`src/rtl/vga_timing_pkg.sv`:
```
// ---------------------------------------------------------------------------
// vga_timing_pkg
//
// Shared raster timing constants for the video timing generator family, plus
// the helper functions used to size and sanity-check a raster geometry while
// the design elaborates.
//
// Contents:
//   VGA640_*   : 640x480 @ 60 Hz (25.175 MHz pixel clock), negative syncs
//   SVGA800_*  : 800x600 @ 60 Hz (40 MHz pixel clock), positive syncs
//   timing_total() : total length of one axis (sync + back + active + front)
//   timing_fits()  : true when a coordinate of the given width can hold
//                    every active position of the axis (0 .. active-1)
// ---------------------------------------------------------------------------
package vga_timing_pkg;

  // 640x480 @ 60 Hz
  localparam int   VGA640_H_ACTIVE = 640;
  localparam int   VGA640_H_FRONT  = 16;
  localparam int   VGA640_H_SYNC   = 96;
  localparam int   VGA640_H_BACK   = 48;
  localparam int   VGA640_V_ACTIVE = 480;
  localparam int   VGA640_V_FRONT  = 10;
  localparam int   VGA640_V_SYNC   = 2;
  localparam int   VGA640_V_BACK   = 33;
  localparam logic VGA640_HS_POL   = 1'b0;
  localparam logic VGA640_VS_POL   = 1'b0;

  // 800x600 @ 60 Hz
  localparam int   SVGA800_H_ACTIVE = 800;
  localparam int   SVGA800_H_FRONT  = 40;
  localparam int   SVGA800_H_SYNC   = 128;
  localparam int   SVGA800_H_BACK   = 88;
  localparam int   SVGA800_V_ACTIVE = 600;
  localparam int   SVGA800_V_FRONT  = 1;
  localparam int   SVGA800_V_SYNC   = 4;
  localparam int   SVGA800_V_BACK   = 23;
  localparam logic SVGA800_HS_POL   = 1'b1;
  localparam logic SVGA800_VS_POL   = 1'b1;

  // Length of one axis in pixels (horizontal) or lines (vertical).
  function automatic int timing_total(input int sync_w, input int back_w,
                                      input int active_w, input int front_w);
    return sync_w + back_w + active_w + front_w;
  endfunction

  // A coordinate of coord_w bits must reach active_w-1 without wrapping,
  // otherwise xPos/yPos alias and the start strobes fire more than once.
  function automatic bit timing_fits(input int active_w, input int coord_w);
    return (active_w >= 1) && (coord_w >= 1) && (coord_w <= 30) &&
           ((active_w - 1) < (1 << coord_w));
  endfunction

endpackage

```
`src/rtl/video_delay_line.sv`:
```
// ---------------------------------------------------------------------------
// video_delay_line
//
// Enable-gated shift register used to align the raster outputs with a
// downstream pixel pipeline. Every stage advances only on clock edges where
// enable is high, so a divided pixel clock delays by DEPTH pixels, not by
// DEPTH raw clocks. All stages reset asynchronously to RST_VAL, which lets
// the caller give each bit of the bus its own idle level (e.g. an inactive
// sync polarity). DEPTH = 0 collapses to a plain wire.
//
// Parameters:
//   W       : bus width
//   DEPTH   : number of register stages (0 = combinational pass-through)
//   RST_VAL : per-bit value loaded into every stage on reset
//
// Ports:
//   vga_clk  in  1  pixel clock, posedge
//   reset_n  in  1  asynchronous active-low reset
//   enable   in  1  stage advance enable
//   din      in  W  bus into the first stage
//   dout     out W  bus out of the last stage
// ---------------------------------------------------------------------------
module video_delay_line #(
  parameter int           W       = 8,
  parameter int           DEPTH   = 0,
  parameter logic [W-1:0] RST_VAL = '0
) (
  input  logic         vga_clk,
  input  logic         reset_n,
  input  logic         enable,
  input  logic [W-1:0] din,
  output logic [W-1:0] dout
);

  if (DEPTH == 0) begin : g_wire
    // Clock, reset and enable have no work to do without stages; folding
    // them into an unused sink keeps the port list identical for any DEPTH.
    logic unused_ctrl;
    assign unused_ctrl = &{1'b0, vga_clk, reset_n, enable};
    assign dout = din;
  end else begin : g_pipe
    logic [W-1:0] taps [DEPTH];

    // Shift the whole bus one stage per enabled edge; reset drops every
    // stage back to the idle pattern at once so no stale pixel leaks out
    // after a mid-frame reset.
    always_ff @(posedge vga_clk or negedge reset_n) begin
      if (!reset_n) begin
        for (int i = 0; i < DEPTH; i++) begin
          taps[i] <= RST_VAL;
        end
      end else if (enable) begin
        taps[0] <= din;
        for (int i = 1; i < DEPTH; i++) begin
          taps[i] <= taps[i-1];
        end
      end
    end

    assign dout = taps[DEPTH-1];
  end

endmodule

```
`src/rtl/video_timing_gen.sv`:
```
// ---------------------------------------------------------------------------
// video_timing_gen
//
// Parametrised raster timing generator. Two counters walk the raster in the
// order sync, back porch, active, front porch on both axes. The counter state
// is decoded into syncs, blanking, active coordinates and start strobes; the
// decode is registered on the same enabled edge that advances the counters
// and then passes through an optional PIPE_DLY-stage delay line, so every
// output stays aligned with every other one.
//
// Ports:
//   vga_clk      in  1    pixel clock, posedge
//   reset_n      in  1    asynchronous active-low reset
//   enable       in  1    pixel clock enable; low freezes counters and pipe
//   HS           out 1    horizontal sync, active level HS_POL
//   VS           out 1    vertical sync, active level VS_POL
//   blank_n      out 1    high during active video
//   xPos         out X_W  active column, 0 while blanked
//   yPos         out Y_W  active row, 0 while blanked
//   line_start   out 1    one enabled cycle on the first pixel of each line
//   frame_start  out 1    one enabled cycle on pixel (0,0) of each frame
// ---------------------------------------------------------------------------
module video_timing_gen
  import vga_timing_pkg::*;
#(
  parameter int   H_ACTIVE = VGA640_H_ACTIVE,
  parameter int   H_FRONT  = VGA640_H_FRONT,
  parameter int   H_SYNC   = VGA640_H_SYNC,
  parameter int   H_BACK   = VGA640_H_BACK,
  parameter int   V_ACTIVE = VGA640_V_ACTIVE,
  parameter int   V_FRONT  = VGA640_V_FRONT,
  parameter int   V_SYNC   = VGA640_V_SYNC,
  parameter int   V_BACK   = VGA640_V_BACK,
  parameter logic HS_POL   = VGA640_HS_POL,
  parameter logic VS_POL   = VGA640_VS_POL,
  parameter int   PIPE_DLY = 0,
  parameter int   X_W      = 11,
  parameter int   Y_W      = 10
) (
  input  logic           vga_clk,
  input  logic           reset_n,
  input  logic           enable,
  output logic           HS,
  output logic           VS,
  output logic           blank_n,
  output logic [X_W-1:0] xPos,
  output logic [Y_W-1:0] yPos,
  output logic           line_start,
  output logic           frame_start
);

  localparam int H_TOTAL     = timing_total(H_SYNC, H_BACK, H_ACTIVE, H_FRONT);
  localparam int V_TOTAL     = timing_total(V_SYNC, V_BACK, V_ACTIVE, V_FRONT);
  localparam int H_ACT_START = H_SYNC + H_BACK;
  localparam int V_ACT_START = V_SYNC + V_BACK;
  localparam int H_ACT_END   = H_TOTAL - H_FRONT;
  localparam int V_ACT_END   = V_TOTAL - V_FRONT;

  localparam int HC_W = (H_TOTAL > 2) ? $clog2(H_TOTAL) : 1;
  localparam int VC_W = (V_TOTAL > 2) ? $clog2(V_TOTAL) : 1;

  localparam logic [HC_W-1:0] H_LAST = HC_W'(H_TOTAL - 1);
  localparam logic [VC_W-1:0] V_LAST = VC_W'(V_TOTAL - 1);

  // Output bus layout, MSB first: HS, VS, blank_n, xPos, yPos, line_start,
  // frame_start. The idle pattern holds both syncs at their inactive level.
  localparam int BUS_W = 5 + X_W + Y_W;
  localparam logic [BUS_W-1:0] RST_BUS =
    {~HS_POL, ~VS_POL, 1'b0, {X_W{1'b0}}, {Y_W{1'b0}}, 1'b0, 1'b0};

  // Reject geometries that cannot be represented before anything is built.
  if (!timing_fits(H_ACTIVE, X_W)) begin : g_bad_x_w
    $error("video_timing_gen: X_W too narrow for H_ACTIVE");
  end
  if (!timing_fits(V_ACTIVE, Y_W)) begin : g_bad_y_w
    $error("video_timing_gen: Y_W too narrow for V_ACTIVE");
  end
  if (PIPE_DLY < 0 || PIPE_DLY > 7) begin : g_bad_dly
    $error("video_timing_gen: PIPE_DLY must be 0..7");
  end
  if (H_SYNC < 1 || V_SYNC < 1 || H_BACK < 0 || V_BACK < 0 ||
      H_FRONT < 0 || V_FRONT < 0) begin : g_bad_porch
    $error("video_timing_gen: sync widths must be >= 1, porches >= 0");
  end

  logic [HC_W-1:0] h_cnt;
  logic [VC_W-1:0] v_cnt;

  // Raster position. The horizontal counter wraps every line and carries
  // into the vertical counter, which wraps at the end of the last line.
  always_ff @(posedge vga_clk or negedge reset_n) begin
    if (!reset_n) begin
      h_cnt <= '0;
      v_cnt <= '0;
    end else if (enable) begin
      if (h_cnt == H_LAST) begin
        h_cnt <= '0;
        if (v_cnt == V_LAST) begin
          v_cnt <= '0;
        end else begin
          v_cnt <= v_cnt + VC_W'(1);
        end
      end else begin
        h_cnt <= h_cnt + HC_W'(1);
      end
    end
  end

  logic [31:0]      h_wide;
  logic [31:0]      v_wide;
  logic             h_sync;
  logic             v_sync;
  logic             h_active;
  logic             v_active;
  logic             active;
  logic [HC_W-1:0]  h_off;
  logic [VC_W-1:0]  v_off;
  logic [X_W-1:0]   x_next;
  logic [Y_W-1:0]   y_next;
  logic             line_start_next;
  logic             frame_start_next;
  logic [BUS_W-1:0] decode_bus;

  // Decode the current counter state. Comparisons are done at 32 bits so a
  // zero front porch (active end equal to the total) cannot wrap the bound.
  // Coordinates are the counter-width difference truncated to X_W/Y_W.
  always_comb begin
    h_wide   = 32'(h_cnt);
    v_wide   = 32'(v_cnt);
    h_sync   = h_wide < 32'(H_SYNC);
    v_sync   = v_wide < 32'(V_SYNC);
    h_active = (h_wide >= 32'(H_ACT_START)) && (h_wide < 32'(H_ACT_END));
    v_active = (v_wide >= 32'(V_ACT_START)) && (v_wide < 32'(V_ACT_END));
    active   = h_active && v_active;

    h_off  = h_cnt - HC_W'(H_ACT_START);
    v_off  = v_cnt - VC_W'(V_ACT_START);
    x_next = '0;
    y_next = '0;
    if (active) begin
      x_next = X_W'(h_off);
      y_next = Y_W'(v_off);
    end

    line_start_next  = active && (x_next == '0);
    frame_start_next = line_start_next && (y_next == '0);

    decode_bus = {h_sync ? HS_POL : ~HS_POL,
                  v_sync ? VS_POL : ~VS_POL,
                  active, x_next, y_next,
                  line_start_next, frame_start_next};
  end

  logic [BUS_W-1:0] decode_q;

  // Register the decode on the same enabled edge that moves the counters,
  // so outputs always describe the position the counters just left.
  always_ff @(posedge vga_clk or negedge reset_n) begin
    if (!reset_n) begin
      decode_q <= RST_BUS;
    end else if (enable) begin
      decode_q <= decode_bus;
    end
  end

  logic [BUS_W-1:0] out_bus;

  video_delay_line #(
    .W       (BUS_W),
    .DEPTH   (PIPE_DLY),
    .RST_VAL (RST_BUS)
  ) u_delay (
    .vga_clk (vga_clk),
    .reset_n (reset_n),
    .enable  (enable),
    .din     (decode_q),
    .dout    (out_bus)
  );

  assign {HS, VS, blank_n, xPos, yPos, line_start, frame_start} = out_bus;

endmodule

```
`config.mk`:
```
export PLATFORM = sky130hd
export DESIGN_NAME = video_timing_gen
export DESIGN_NICKNAME = d
export VERILOG_FILES = /design/src/rtl/vga_timing_pkg.sv /design/src/rtl/video_delay_line.sv /design/src/rtl/video_timing_gen.sv
export SDC_FILE = /design/constraint.sdc
export NUM_CORES = 1
export LEC_CHECK = 0
export ABC_AREA = 1
export CORE_UTILIZATION = 35
export CTS_CLUSTER_DIAMETER = 120
export DETAILED_ROUTE_END_ITERATION = 12
export GPL_TIMING_DRIVEN = 1
export MAX_ROUTING_LAYER = met4
export PLACE_DENSITY = 0.55
export SYNTH_ARGS = -nofsm -noshare
export SYNTH_HDL_FRONTEND = slang
export SYNTH_SLANG_ARGS = --single-unit
export TNS_END_PERCENT = 50
```
`constraint.sdc`:
```
create_clock -name vga_clk -period 2.3 [get_ports vga_clk]
set_input_delay 0.46 -clock vga_clk [delete_from_list [all_inputs] [get_ports vga_clk]]
set_output_delay 0.46 -clock vga_clk [all_outputs]
set_load 0.005 [all_outputs]
```
==> flow_summary.html <==
<table>
<tr><th>Metric</th><th>Value</th></tr>
<tr><th colspan="2">Status</th></tr>
<tr><td>Result of the run</td><td>complete, no violations</td></tr>
<tr><th colspan="2">Setup path</th></tr>
<tr><td>Nature of the critical path startpoint</td><td>flop</td></tr>
<tr><td>Arrival time of data at the critical path endpoint</td><td>2220 ps</td></tr>
<tr><td>Family with the most delay on the worst path</td><td>simple AND/OR/NAND/NOR gates</td></tr>
<tr><td>Slowest cell delay on critical path</td><td>420 ps</td></tr>
<tr><td>Largest fanout on the critical path</td><td>14</td></tr>
<tr><td>Endpoint type of the worst setup path</td><td>flop</td></tr>
<tr><td>Crit-path cells</td><td>ha_1 -&gt; nor2_1 -&gt; nand2_1 -&gt; nand2_1 -&gt; nand2_1 -&gt; nand3_2 -&gt; nor2_4 -&gt; o21ai_0 -&gt; nand3_1 -&gt; nor2_1 -&gt; nand2_1 -&gt; nand2_1</td></tr>
<tr><td>Max stage delay cell, worst path</td><td>dfrtp_1</td></tr>
<tr><td>Count of cell instances traversed by the critical path</td><td>12</td></tr>
<tr><td>Depth of the worst register-to-register path</td><td>12</td></tr>
<tr><td>Cell seen most often among critical-path stages</td><td>nand2_1</td></tr>
<tr><td>Critical Setup Path Class</td><td>flop to flop</td></tr>
<tr><td>Critical path buffer and inverter count</td><td>0</td></tr>
<tr><td>Required time at the worst-slack endpoint</td><td>2500 ps</td></tr>
<tr><th colspan="2">Power</th></tr>
<tr><td>Maximum vdd drop</td><td>314 uV</td></tr>
<tr><td>Standby leakage power</td><td>1.49 nW</td></tr>
<tr><td>Power per cell area</td><td>842 nW/um^2</td></tr>
<tr><td>Total chip power</td><td>0.00250 W</td></tr>
<tr><th colspan="2">Finish</th></tr>
<tr><td>Storage cell area</td><td>1130 sq um</td></tr>
<tr><td>Net count of the finished layout</td><td>347</td></tr>
<tr><td>Count of non-filler cells in the finished layout</td><td>434</td></tr>
<tr><td>Combined area of the multi-input logic cells</td><td>1120 sq um</td></tr>
<tr><td>Fill cell instance count of the final layout</td><td>700</td></tr>
<tr><td>Final antenna diode count</td><td>0</td></tr>
<tr><td>Fraction of layout instances using a drive strength above 1</td><td>0.0917</td></tr>
<tr><td>Synth-to-Final Area Change</td><td>20.6%</td></tr>
<tr><td>Util after Layout</td><td>0.438</td></tr>
<tr><th colspan="2">Timing</th></tr>
<tr><td>Final hold viol count</td><td>0</td></tr>
<tr><td>Relative slew margins</td><td>0.615</td></tr>
<tr><td>Final clock skew</td><td>7.62 ps</td></tr>
<tr><td>Peak clock frequency supported by timing</td><td>494 MHz</td></tr>
<tr><td>Pin slew with the least headroom to its limit</td><td>577 ps</td></tr>
<tr><td>RSZ-0062 raised after global routing</td><td>no</td></tr>
<tr><td>Final-layout setup total negative slack</td><td>0 ps</td></tr>
<tr><td>Tcrit/Tclk final</td><td>0.879</td></tr>
<tr><td>Smallest setup slack after layout</td><td>277 ps</td></tr>
<tr><td>Final slew viol count</td><td>0</td></tr>
<tr><td>Number of setup violations in the final report</td><td>0</td></tr>
<tr><td>Final period demand of the worst path</td><td>2020 ps</td></tr>
<tr><th colspan="2">Synth</th></tr>
<tr><td>Synth top cells by count</td><td>nand2_1, dfrtp_1, inv_1</td></tr>
<tr><td>Leading register cell type out of synthesis</td><td>dfrtp_1</td></tr>
<tr><td>Post-Synthesis Mean Instance Area</td><td>8.06 sq um</td></tr>
<tr><td>Count of state elements after synthesis</td><td>45</td></tr>
<tr><td>Instance count of the mapped netlist</td><td>306</td></tr>
<tr><td>Sequential area share after synthesis</td><td>0.458</td></tr>
<tr><td>Count of flip-flops with a built-in enable after synthesis</td><td>0</td></tr>
<tr><td>Cell variety after synth</td><td>36</td></tr>
<tr><td>Synthesized net count</td><td>316</td></tr>
<tr><td>Most instantiated library cell after synthesis</td><td>nand2_1</td></tr>
<tr><td>Most area-hungry cell type in the Yosys netlist</td><td>dfrtp_1</td></tr>
<tr><td>Post-synth top area share</td><td>0.437</td></tr>
<tr><td>Post-synth ARST share</td><td>1.00</td></tr>
<tr><td>Most area-consuming cells after synthesis</td><td>dfrtp_1, nand2_1, inv_1</td></tr>
<tr><td>Yosys warnings</td><td>0</td></tr>
<tr><td>Netlist area before placement</td><td>2460 sq um</td></tr>
<tr><th colspan="2">Global routing</th></tr>
<tr><td>Total global routing overflow</td><td>0</td></tr>
<tr><td>Initial antenna violation count</td><td>0</td></tr>
<tr><td>Met3 global-route usage</td><td>0.0269</td></tr>
<tr><td>Met2 layer usage reported by global route</td><td>0.241</td></tr>
<tr><td>Overall fraction of global-route tracks in use</td><td>0.160</td></tr>
<tr><td>Pin count of the biggest net entering global routing</td><td>46</td></tr>
<tr><td>Global-route wire length before repair</td><td>9.00 mm</td></tr>
<tr><td>Number of global-route vias before repair</td><td>1861</td></tr>
<tr><td>Fraction of met1 tracks used by global routing</td><td>0.218</td></tr>
<tr><td>Most used routing layer</td><td>met2</td></tr>
<tr><th colspan="2">Placement</th></tr>
<tr><td>Minimum setup slack after placement</td><td>146 ps</td></tr>
<tr><td>Number of port buffers</td><td>27</td></tr>
<tr><td>Placer Congestion</td><td>0.838</td></tr>
<tr><td>Number of placed cells counting well taps</td><td>426</td></tr>
<tr><td>Detailed placement HPWL</td><td>3.94 mm</td></tr>
<tr><th colspan="2">Detailed routing</th></tr>
<tr><td>Count of unresolved DRC violations after routing</td><td>0</td></tr>
<tr><td>Via count of the routed design</td><td>2030</td></tr>
<tr><td>Antenna-violating nets left</td><td>0</td></tr>
<tr><td>Drt first pass iters</td><td>4</td></tr>
<tr><td>DR iter-0 viols</td><td>70</td></tr>
<tr><td>Wire length per cell</td><td>12.1 um</td></tr>
<tr><td>Detailed-route vias per instance</td><td>4.68</td></tr>
<tr><td>Drt total wl</td><td>5.26 mm</td></tr>
<tr><th colspan="2">CTS</th></tr>
<tr><td>Clock insertion delay at the later pin of the skew report</td><td>300 ps</td></tr>
<tr><td>CTS H-tree depth</td><td>2</td></tr>
<tr><td>CTS root buf</td><td>clkbuf_8</td></tr>
<tr><td>Cts-stage hold buffer count</td><td>0</td></tr>
<tr><td>Longest Clk Path Bufs</td><td>2</td></tr>
<tr><td>Number of sinks driven by the clock tree</td><td>45</td></tr>
<tr><td>Total of cells resized after clock tree synthesis</td><td>0</td></tr>
<tr><td>TritonCTS clock tree</td><td>yes</td></tr>
<tr><td>TritonCTS Buffers</td><td>5</td></tr>
<tr><td>Clk slew on worst S/H paths</td><td>90 ps</td></tr>
<tr><td>Post-CTS Setup Repair Bufs</td><td>0</td></tr>
<tr><th colspan="2">Floorplanning</th></tr>
<tr><td>Area of the die</td><td>7380 sq um</td></tr>
<tr><td>Placeable Area</td><td>6790 sq um</td></tr>
<tr><td>Y dimension of the die</td><td>85.9 um</td></tr>
<tr><td>Top Ports</td><td>29</td></tr>
<tr><td>X dimension of the die</td><td>85.9 um</td></tr>
<tr><td>Number of core rows</td><td>30</td></tr>
<tr><td>Starting density of the core</td><td>0.363</td></tr>
<tr><th colspan="2">Flow run</th></tr>
<tr><td>Max Cap Violations</td><td>0</td></tr>
<tr><th colspan="2">Hold path</th></tr>
<tr><td>Worst hold-check path type</td><td>primary input to async pin</td></tr>
</table>
flip-flops by register name, indices dropped and copies added (netlist names):
| signal | flops |
|---|---|
| decode_q | 25 |
| h_cnt | 10 |
| v_cnt | 10 |
per-layer routing:
metal	vias up	wire length, um
met4	0	72
li1	1047	-
met2	32	2350
met1	945	2700
met3	6	139
met5	-	0
per-stage QoR:
stage | cell area (sq um) | hold WS, ps
3_5_place_dp | 2840 | 466
2_1_floorplan | 2460 | 164
3_3_place_gp | 2840 | 463
5_1_grt | 2970 | 278
4_1_cts | 2970 | 259
6_report | 2970 | 232
power breakdown:
part           internal (W)  switching (W)
Clock              0.000432       0.000282
Sequential         0.000929       0.000128
Combinational      0.000324       0.000408
Total               0.00169       0.000818
final timing paths:
path,startpoint,to,slack [ps]
worst max-delay path,v_cnt[1]$_DFFE_PN0P_,decode_q[0]$_DFFE_PN0P_,280
worst min-delay path,reset_n,decode_q[10]$_DFFE_PN0P_,230
worst max register to register,v_cnt[1]$_DFFE_PN0P_,decode_q[0]$_DFFE_PN0P_,280
worst min register to register,decode_q[20]$_DFFE_PN0P_,decode_q[20]$_DFFE_PN0P_,480
max in group asynchronous,reset_n,h_cnt[2]$_DFFE_PN0P_,1680
min in group vga_clk,decode_q[20]$_DFFE_PN0P_,decode_q[20]$_DFFE_PN0P_,480
logic make-up after synthesis:
group / synth area share
simple gates: 0.271
flops: 0.458
other cells: 0.00152
fa+ha+maj: 0.0355
xor+xnor: 0.0426
compound gates: 0.105
buf+inv: 0.0868
cells in the final DEF, fill, tap and decap left out, types with 2 or more instances in the layout:
cell type        synthesis  layout
clkdlybuf4s50_1          0      26
nor3_1                   8       8
dfstp_2                  2       2
clkbuf_8                 0       5
xor2_1                  11      11
o22ai_1                  2       2
o21ai_0                 21      21
nor2_1                  26      26
o31ai_1                  7       7
nor2_2                   3       3
buf_4                    2       6
nand3_1                 18      18
bufinv_16                0       2
dfrtp_1                 43      43
inv_2                    3       3
a21oi_1                  6       6
nand2_1                 76      76
a31oi_1                  4       4
nand4_1                  4       4
o21ai_1                  3       3
inv_1                   39      39
ha_1                     7       7
layout make-up:
| cell class | count | share of cell area |
|---|---|---|
| Sequential cell | 45 | 0.380 |
| Multi-Input combinational cell | 210 | 0.378 |
| Timing Repair Buffer | 33 | 0.104 |
| Inverter | 42 | 0.0530 |
| Tap cell | 96 | 0.0404 |
| Clock buffer | 5 | 0.0231 |
| Clock inverter | 3 | 0.0219 |
(Power assumes the default switching activity.)
==> patch 1: new RTL, same settings <==
`VGA640_V_SYNC`: 2 -> 4.
--- a/src/rtl/vga_timing_pkg.sv
+++ b/src/rtl/vga_timing_pkg.sv
@@ -21,7 +21,7 @@
   localparam int   VGA640_H_BACK   = 48;
   localparam int   VGA640_V_ACTIVE = 480;
   localparam int   VGA640_V_FRONT  = 10;
-  localparam int   VGA640_V_SYNC   = 2;
+  localparam int   VGA640_V_SYNC   = 4;
   localparam int   VGA640_V_BACK   = 33;
   localparam logic VGA640_HS_POL   = 1'b0;
   localparam logic VGA640_VS_POL   = 1'b0;
Behaviour: same outputs for any inputs over 10 cycles, from zero or initial values and one cycle with reset_n low; that may be too few to reach the edited logic, so the function may still have changed.
==> patch 1 against the original RTL <==
  * Setup slack better by 0.054 ns
  * Worst hold slack better by 0.0047 ns
  * Routed wire length is 13% higher
  * Synthesized cell count increased by 8.2%
  * First-iteration DRC count increased by 51%
  * Power up 12%
  * Highest routed layer unchanged
  * Sequential cell count unchanged
  * Sequential share of layout area fell by 2.1 points
  * Non-clock buffer count increased by 7
  * Critical endpoint unchanged
  * Final cell count up 7.8%
  * Global-route usage rose by 1.4 points
  * Area after synthesis is 6.2% higher
  * Largest power group unchanged
  * Cell area rose by 6.0%
==> patch 1: results <==
group,metric,value,unit
cells_and_area,nets,380,
grt,grt_usage,17.39,%
grt,met3_usage,2.892,%
placed_design,pre_cts_slack,0.1381,ns
placed_design,dpl.cell_count,460,
detailed_routing,drt_iter0_drc,106,
sta,relSlewSlack,61.84,%
placed_design,dpl-instance-area,3030,sq um
power,pg_clk,637,uW
placed_design,dpl.hpwl,4.509,mm
detailed_routing,wl_met2,2.593,mm
grt,grt_pass1_vias,2102,
setup_path,r2r_cells,15,
detailed_routing,dr_wl_met3,188,um
power,p_leak,1.473,nW
placed_design,gp_congestion,0.8431,
power,switching_share,35.56,%
status,outcome,"finished clean",
setup_path,rrSetupSlack,0.33,ns
synth,ys_seq_area_share,43.12,%
sta,skew,0.009439,ns
clock_network,cts_buffers,5,
power,peakVddDrop,0.3513,mV
sta,fmax,507.9,MHz
power,p_per_area,890.2,nW/um^2
power,p_seq,1.13,mW
synth,synth_area_leaders,"dfrtp_1 41%, nand2_1 11%, inv_1 4.4%",
grt,grt_max_degree,46,
grt,grtUsageMet2,27.13,%
==> patch 1: cell count changes in the layout (fill, tap and decap cells not counted), sizes merged, moves of 4 or more <==
| cell | before | now |
|---|---|---|
| a21oi | 6 | 14 |
| nand2 | 77 | 85 |
| nor2 | 30 | 38 |
| inv | 42 | 38 |
| buf | 7 | 14 |
| nand3 | 20 | 25 |
==> patch 1: worst min-delay path by stage <==
stage                            start            to
after CTS                      reset_n  decode_q[10]
after floorplan                reset_n   decode_q[0]
after global routing           reset_n  decode_q[10]
final                          reset_n   decode_q[5]
after detailed placement  decode_q[10]  decode_q[10]
after global placement    decode_q[23]  decode_q[23]
==> patch 1: final cells by class <==
| class | count | area, sq um |
|---|---|---|
| Multi-Input combinational cell | 237 | 1265 |
| Tap cell | 99 | 123.9 |
| Clock inverter | 2 | 37.54 |
| Sequential cell | 45 | 1129 |
| Fill cell | 740 | 4103 |
| Timing Repair Buffer | 40 | 362.8 |
| Inverter | 39 | 150.1 |
| Clock buffer | 6 | 82.58 |
==> patch 1: cell families after synthesis <==
| group | Yosys count | share of synthesized area, % |
|---|---|---|
| AO/OA/AOI/OAI | 48 | 10.33 |
| XOR/XNOR | 11 | 3.681 |
| adder cells (fa/ha/maj) | 9 | 4.302 |
| buffers and inverters | 49 | 8.556 |
| flip-flops | 45 | 43.12 |
| other | 1 | 0.1433 |
| AND/OR/NAND/NOR | 168 | 29.88 |
==> patch 1: worst max-delay path, cell delays in order (launching register included) <==
cell	delay, ns
dfrtp_1	0.35
inv_1	0.08
ha_1	0.18
inv_1	0.07
nand2_1	0.08
nand2_1	0.11
nand2_2	0.09
nand3_2	0.10
nand2_2	0.06
nor2_4	0.29
inv_4	0.11
nor2_8	0.11
nand3_2	0.08
nor2_2	0.10
nand2_1	0.06
nand2_1	0.05
==> patch 2: new RTL, config.mk and constraints unchanged <==
Made on the original files. Add an input register stage for `enable`, without a reset; this delays it by one clock.
--- a/src/rtl/video_timing_gen.sv
+++ b/src/rtl/video_timing_gen.sv
@@ -68,6 +68,12 @@
   localparam logic [BUS_W-1:0] RST_BUS =
     {~HS_POL, ~VS_POL, 1'b0, {X_W{1'b0}}, {Y_W{1'b0}}, 1'b0, 1'b0};
 
+  logic enable_q;
+
+  always_ff @(posedge vga_clk) begin
+    enable_q <= enable;
+  end
+
   // Reject geometries that cannot be represented before anything is built.
   if (!timing_fits(H_ACTIVE, X_W)) begin : g_bad_x_w
     $error("video_timing_gen: X_W too narrow for H_ACTIVE");
@@ -92,7 +98,7 @@
     if (!reset_n) begin
       h_cnt <= '0;
       v_cnt <= '0;
-    end else if (enable) begin
+    end else if (enable_q) begin
       if (h_cnt == H_LAST) begin
         h_cnt <= '0;
         if (v_cnt == V_LAST) begin
@@ -158,7 +164,7 @@
   always_ff @(posedge vga_clk or negedge reset_n) begin
     if (!reset_n) begin
       decode_q <= RST_BUS;
-    end else if (enable) begin
+    end else if (enable_q) begin
       decode_q <= decode_bus;
     end
   end
@@ -172,7 +178,7 @@
   ) u_delay (
     .vga_clk (vga_clk),
     .reset_n (reset_n),
-    .enable  (enable),
+    .enable  (enable_q),
     .din     (decode_q),
     .dout    (out_bus)
   );
Function: changed (Yosys sat finds a counterexample within 4 cycles, from zero or initial values and one cycle with reset_n low).
==> patch 2 against the original RTL <==
  * Setup slack lost 0.055 ns
  * Largest cell class unchanged
  * Maximum frequency shrank 2.6%
  * Sequential cell count grew 1
  * First-iteration DRC count grew 14%
  * Area after synthesis grew 0.81%
  * Utilization shrank 0.92 points
  * Routed wire length grew 3.4%
  * Final cell count shrank 0.23%
  * Worst hold slack lost 0.10 ns
  * Cell area shrank 1.6%
Power is not compared: it rests on default switching activity, and its combinational part moved more than twofold at a synthesized area within 25%.
==> patch 2: results <==
group,metric,value,unit
synth,synth-xor-area-share,4.230,%
sta,worst-slew-pin-transition,0.5328,ns
sta,skew,0.007556,ns
synth,syn_area,2485,sq um
synth,synth_area_leaders,"dfrtp_1 43%, nand2_1 11%, inv_1 5.9%",
grt,grt_pass1_wl,9.570,mm
detailed_routing,drt_iter0_drc,80,
cells_and_area,nFillCells,735,
synth,synthAdderAreaFrac,3.525,%
setup_path,r2r_cells,9,
synth,syn_nets,317,
detailed_routing,dr_wl_met3,196,um
setup_path,cp_max_fo,7,
detailed_routing,drtPass1Iterations,5,
synth,synth_cells,307,
cells_and_area,drive_gt1_share,8.309,%
cells_and_area,clk_share,2.822,%
status,outcome,"finished clean",
synth,synth_compound_area_share,10.37,%
placed_design,dpl.hpwl,4.187,mm
synth,synthDistinctLibCells,37,
placed_design,dpl.cell_count,425,
grt,met3_usage,2.952,%
cells_and_area,seq_area,1149,sq um
cells_and_area,multi_input_area_share,38.35,%
grt,grt_usage,16.90,%
detailed_routing,m1WireLength,2.726,mm
grt,use_met1,23.38,%
placed_design,pre_cts_slack,0.1988,ns
setup_path,slowest_delay,0.49,ns
detailed_routing,wire_per_inst,12.56,um
grt,grtUsageMet2,25.90,%
synth,ys_seq_area_share,46.22,%
power,fin_total_pwr,1.781,mW
cells_and_area,seq_cells,46,
placed_design,dpl-instance-area,2844,sq um
## patch 2: cell types whose count changed in the layout (fill, tap and decap cells not counted), sizes merged
| cell | change |
|---|---|
| buf | -2 |
| clkinv | +1 |
| dfxtp | +1 |
| clkbuf | +1 |
| bufinv | -2 |
## patch 2: path summary, 6_finish.rpt
| kind | start | end | slack [ns] |
|---|---|---|---|
| worst min-delay path | reset_n | h_cnt[3] | 0.13 |
| worst max-delay path | h_cnt[4] | decode_q[21] | 0.22 |
| min in group vga_clk | decode_q[23] | decode_q[23] | 0.48 |
| max in group asynchronous | reset_n | decode_q[25] | 1.54 |
| worst min register to register | decode_q[23] | decode_q[23] | 0.48 |
| worst max register to register | h_cnt[4] | decode_q[21] | 0.22 |
## patch 2: worst register-to-register path, delay by kind of cell (launching register included)
| family | cells | cell delay (ns) |
|---|---|---|
| compound gates | 2 | 0.28 |
| fa+ha+maj | 1 | 0.24 |
| buf+inv | 3 | 0.40 |
| flops | 1 | 0.49 |
| simple gates | 3 | 0.57 |
